$ cat src/rtl/rf_wb_arbiter.sv
// Shares the register-file write port between WB (priority, 1-cycle) and a FIFO-buffered MCU (>=2 cycles).
// The MCU is backpressured through mcu_ready whenever the result FIFO is full; stall_pipe asks WB for a bubble.

module rf_wb_fifo #(
  parameter int W     = 8,
  parameter int DEPTH = 2
) (
  input  logic                   clk,
  input  logic                   rst,
  input  logic                   push,
  input  logic [W-1:0]           push_dat,
  input  logic                   pop,
  output logic [W-1:0]           head_dat,
  output logic [$clog2(DEPTH):0] count
);
  localparam int PW = $clog2(DEPTH);
  localparam logic [PW:0] FULL = (PW+1)'(DEPTH);

  logic [W-1:0]  mem [DEPTH];
  logic [PW-1:0] wr_ptr;
  logic [PW-1:0] rd_ptr;
  logic          do_push;
  logic          do_pop;

  assign do_push  = push && (count != FULL);
  assign do_pop   = pop && (count != '0);
  assign head_dat = mem[rd_ptr];

  always_ff @(posedge clk) begin
    if (do_push) mem[wr_ptr] <= push_dat;
  end

  // DEPTH is a power of two, so the pointers wrap naturally
  always_ff @(posedge clk or posedge rst) begin
    if (rst) begin
      wr_ptr <= '0;
      rd_ptr <= '0;
      count  <= '0;
    end else begin
      if (do_push) wr_ptr <= wr_ptr + 1'b1;
      if (do_pop)  rd_ptr <= rd_ptr + 1'b1;
      case ({do_push, do_pop})
        2'b10:   count <= count + 1'b1;
        2'b01:   count <= count - 1'b1;
        default: ;
      endcase
    end
  end
endmodule

module rf_wb_arbiter #(
  parameter int DW           = 32,
  parameter int AW           = 4,
  parameter int FIFO_DEPTH   = 2,
  parameter int STARVE_LIMIT = 3
) (
  input  logic                        clk,
  input  logic                        rst,
  input  logic                        wb_valid,
  input  logic [AW-1:0]               wb_dest,
  input  logic [DW-1:0]               wb_data,
  input  logic                        mcu_issue,
  input  logic [AW-1:0]               mcu_issue_dest,
  input  logic                        mcu_valid,
  output logic                        mcu_ready,
  input  logic [AW-1:0]               mcu_dest,
  input  logic [DW-1:0]               mcu_data,
  output logic                        wr_en,
  output logic [AW-1:0]               wr_dest,
  output logic [DW-1:0]               wr_data,
  output logic                        wr_src,
  output logic [(1<<AW)-1:0]          pending,
  output logic                        stall_pipe,
  output logic [$clog2(FIFO_DEPTH):0] fifo_count,
  output logic                        proto_err
);
  localparam int CW = $clog2(FIFO_DEPTH) + 1;
  localparam int SW = $clog2(STARVE_LIMIT + 1);
  localparam logic [CW-1:0] DEPTH_C = CW'(FIFO_DEPTH);
  localparam logic [SW-1:0] LIMIT_C = SW'(STARVE_LIMIT);

  typedef struct packed {
    logic [AW-1:0] dest;
    logic [DW-1:0] data;
  } mcu_ent_t;

  mcu_ent_t              push_ent;
  mcu_ent_t              head_ent;
  logic                  push;
  logic                  pop;
  logic                  fifo_empty;
  logic [SW-1:0]         wait_cnt;
  logic [(1<<AW)-1:0]    pending_nxt;

  assign mcu_ready  = !rst && (fifo_count < DEPTH_C);
  assign push       = mcu_valid && mcu_ready;
  assign push_ent   = '{dest: mcu_dest, data: mcu_data};
  assign fifo_empty = (fifo_count == '0);
  // WB always wins; the MCU head only drains on cycles WB leaves idle
  assign pop        = !wb_valid && !fifo_empty;
  assign stall_pipe = (wait_cnt == LIMIT_C);

  rf_wb_fifo #(
    .W     ($bits(mcu_ent_t)),
    .DEPTH (FIFO_DEPTH)
  ) u_fifo (
    .clk      (clk),
    .rst      (rst),
    .push     (push),
    .push_dat (push_ent),
    .pop      (pop),
    .head_dat (head_ent),
    .count    (fifo_count)
  );

  // Issue is applied after the pop clear so a same-edge set keeps the bit high
  always_comb begin
    pending_nxt = pending;
    if (pop)       pending_nxt[head_ent.dest] = 1'b0;
    if (mcu_issue) pending_nxt[mcu_issue_dest] = 1'b1;
  end

  always_ff @(posedge clk or posedge rst) begin
    if (rst) begin
      wr_en     <= 1'b0;
      wr_dest   <= '0;
      wr_data   <= '0;
      wr_src    <= 1'b0;
      pending   <= '0;
      wait_cnt  <= '0;
      proto_err <= 1'b0;
    end else begin
      wr_en   <= wb_valid || pop;
      pending <= pending_nxt;
      if (wb_valid) begin
        wr_dest <= wb_dest;
        wr_data <= wb_data;
        wr_src  <= 1'b0;
      end else if (pop) begin
        wr_dest <= head_ent.dest;
        wr_data <= head_ent.data;
        wr_src  <= 1'b1;
      end
      if (fifo_empty || pop)       wait_cnt <= '0;
      else if (wait_cnt != LIMIT_C) wait_cnt <= wait_cnt + 1'b1;
      if (stall_pipe && wb_valid)  proto_err <= 1'b1;
    end
  end
endmodule

$ cat config.mk
export PLATFORM = sky130hd
export DESIGN_NAME = rf_wb_arbiter
export DESIGN_NICKNAME = d
export VERILOG_FILES = /design/src/rtl/rf_wb_arbiter.sv
export SDC_FILE = /design/constraint.sdc
export NUM_CORES = 1
export LEC_CHECK = 0
export ABC_AREA = 1
export CAP_MARGIN = 20
export CELL_PAD_IN_SITES_DETAIL_PLACEMENT = 1
export CELL_PAD_IN_SITES_GLOBAL_PLACEMENT = 2
export CORE_MARGIN = 2
export CORE_UTILIZATION = 28
export CTS_CLUSTER_SIZE = 20
export DETAILED_ROUTE_END_ITERATION = 12
export PLACE_DENSITY = 0.84
export SYNTH_ARGS = -nofsm -noshare
export SYNTH_HDL_FRONTEND = slang
export SYNTH_SLANG_ARGS = --single-unit
export TNS_END_PERCENT = 30
$ cat constraint.sdc
create_clock -name clk -period 2.5 [get_ports clk]
set_clock_uncertainty 0.2 [all_clocks]
set_input_delay 0.5 -clock clk [delete_from_list [all_inputs] [get_ports clk]]
set_output_delay 0.5 -clock clk [all_outputs]
set_load 0.1 [all_outputs]
==> results.toml <==
[die]
die_y_um = 144.0
core_area_mm2 = 0.01933
start_util = 0.2840
rows = 51
die_w_um = 144.0
boundaryPins = 140
dieArea_mm2 = 0.02074

[global_routing]
grt_max_degree = 62
gr-total-overflow = 0
grt_pass1_wl_mm = 24.42
grt_pass1_vias = 4547
antenna_found_initial = 0
track_usage = 0.1581

[sta]
relSlewSlack = 0.6962
holdWs_ns = 0.2648
rsz0062_at_grt = "no"
slew_viol_final = 0
fmax_ghz = 0.4874
setup_viol = 0
tightest_slew_ns = 0.4522
finalHoldViolCount = 0
period_needed_ns = 2.052
timing.final.crit_share = 0.8207
tns_ns = 0

[worst_setup_path]
critPathMaxStageDelay_ns = 0.48
cp.arrival_ns = 1.35
worstPathCellList = "clkdlybuf4s50_1, nor2_4, buf_12"
crit_type = "input port to output port"
start_kind = "input port"
path_buf_inv = 2
crit_family = "buffers and inverters"
cp.required_ns = 1.80
slowest_stage = "clkdlybuf4s50_1"
worstPathMaxFanout = 2
worstSetupEndpointType = "output port"

[pwr]
swShare = 0.4968
internal_power_w = 0.005648
powerDensity_mw_per_mm2 = 1455
ir_drop_uv = 724.6
combinationalPowerShare = 0.489
p_leak_nw = 3.188
p_sw_w = 0.005576
clkPwrFrac = 0.225
seqPwrFrac = 0.286

[synth]
ys_seq_area_frac = 0.6718
syn_nets = 595
netlist_instances = 512
syn_avg_cell_area_um2 = 10.72
synth_top_cell_by_area = "edfxtp_1"
synth_cell_types = 29
netlist.area_leader.share = 0.3938
ys_warn_count = 0
synth-seq-cells = 133
synth.area.top_cells = "edfxtp_1, dfrtp_1, nand2_1"
synth_area_mm2 = 0.005490

[drt]
dr_total_vias = 4224
drt-total-wl_mm = 15.78
wire_per_inst_um = 16.82
drc = 0
ant_nets = 0
via_per_inst = 4.503
drt_iter0_markers = 106
first_pass_iters = 4

[layout]
final_cells = 938
final_common_cell = "nand2_1"
synthToLayoutAreaGrowth_pct = 40.50
layout_common_cells = "nand2_1, clkdlybuf4s50_1, edfxtp_1"
drive_gt1_frac = 0.2098
finish.net_count = 742

[flow_run]
cap_viol_max_count = 0

[worst_hold_path]
min_path_type = "flop to flop"

[clocking]
cts_sinks = 133
clkSlewWorstSetupHoldPaths_ns = 0.05
ctsHoldBuffers = 0
cts_setup_buffers = 0
clock_path_buffers = 2
numCtsBuffers = 17
clock_latency_ns = 0.42
root_buffer = "clkbuf_16"
cts_tree = "built"
h-tree-depth = 4
postCtsResizedCells = 0

[placement]
placedCellCount = 905
io_buffers = 139
dp_hpwl_mm = 11.15
gp_congestion = 0.8190

[outcome]
status = "completed"
[through the flow]
step                total power (W)  area (um2)  setup WS [ns]    util
finish                      0.01122        7714         0.4484  0.3990
global route                0.01173        7711         0.3625  0.3988
CTS                         0.01134        7711         0.4454  0.3988
detailed placement         0.008789        7118         0.1338  0.3681
global placement           0.008648        7118         0.2159  0.3681
floorplan                  0.007370        5522       -0.07671       -
[metal layers]
metal	vias to the layer above	GRT usage	wire length, um
met5	-	0	0
met4	0	0.05624	307
met3	19	0.04834	1013
met2	113	0.2752	7915
met1	2081	0.1846	6539
li1	2011	-	-
[worst register-to-register path, delay by kind of cell (launching register included)]
kind	cells	cell delay [ns]
simple gates	2	0.44
compound gates	2	0.28
xor+xnor	1	0.17
fa+ha+maj	1	0.35
flops	1	0.45
[worst paths after layout]
path | startpoint | end | slack [ns] | depth (start not counted)
min in group asynchronous | rst | u_fifo.wr_ptr$_DFFE_PP0P_ | 0.37 | 3
worst max register to register | u_fifo.count[0]$_DFFE_PP0P_ | u_fifo.count[1]$_DFFE_PP0P_ | 0.49 | 6
worst max-delay path | rst | mcu_ready | 0.45 | 3
worst min-delay path | proto_err$_DFFE_PP0P_ | proto_err$_DFFE_PP0P_ | 0.26 | 1
worst min register to register | proto_err$_DFFE_PP0P_ | proto_err$_DFFE_PP0P_ | 0.26 | 1
max in group asynchronous | rst | wr_data[27]$_DFFE_PP0P_ | 1.44 | 3
[synthesized netlist by cell type]
cell type / n
inv_2: 4
clkbuf_1: 2
xnor2_1: 1
buf_2: 12
nor2_8: 1
nor2_4: 1
inv_4: 1
edfxtp_1: 72
o211ai_1: 16
buf_6: 1
ha_1: 2
dfrtp_1: 61
o21ai_1: 7
a21oi_1: 39
nor2_2: 5
xor2_1: 4
nand3_1: 22
buf_4: 6
nor2_1: 32
nand3b_1: 1
inv_1: 15
o21ai_0: 13
or2_2: 14
nor3_1: 3
nand2_2: 7
nand2_4: 2
nand2_1: 165
nand3_2: 2
a21o_1: 1
[cell type report]
class / count / area (um2)
diodes: 1 / 2.502
clock buffers: 22 / 464.2
clock inverters: 10 / 128.9
fillers: 2152 / 11620
inverters: 20 / 77.57
multi-input cells: 338 / 1630
flip-flops and latches: 133 / 3690
well taps: 265 / 331.6
repair buffers: 149 / 1389
[power groups by stage]
| stage | registers, W | logic, W | clock network (W) |
|---|---|---|---|
| 2_1_floorplan | 0.00603 | 0.00134 | 0 |
| 3_5_place_dp | 0.00324 | 0.00555 | 0 |
| 3_3_place_gp | 0.00321 | 0.00544 | 0 |
| 4_1_cts | 0.00321 | 0.00556 | 0.00257 |
| 6_report | 0.00321 | 0.00549 | 0.00253 |
| 5_1_grt | 0.00327 | 0.00580 | 0.00267 |
[cells by family (layout without fill, tap and decap cells)]
group           count (synthesis)  after routing  share of synthesized area
fa+ha+maj                       2              2                   0.004557
buf+inv                        41            201                    0.03669
other cells                     0              1                          0
flops                         133            133                     0.6718
compound gates                 76             76                    0.07703
simple gates                  255            255                     0.2019
xor+xnor                        5              5                   0.007976
[sequential cells by signal (all words and copies together) (netlist names)]
name           cells
pending           16
proto_err          1
u_fifo.count       2
u_fifo.mem        72
u_fifo.rd_ptr      1
u_fifo.wr_ptr      1
wait_cnt           2
wr_data           32
wr_dest            4
wr_en              1
wr_src             1
Power figures use the tool's default switching activity.
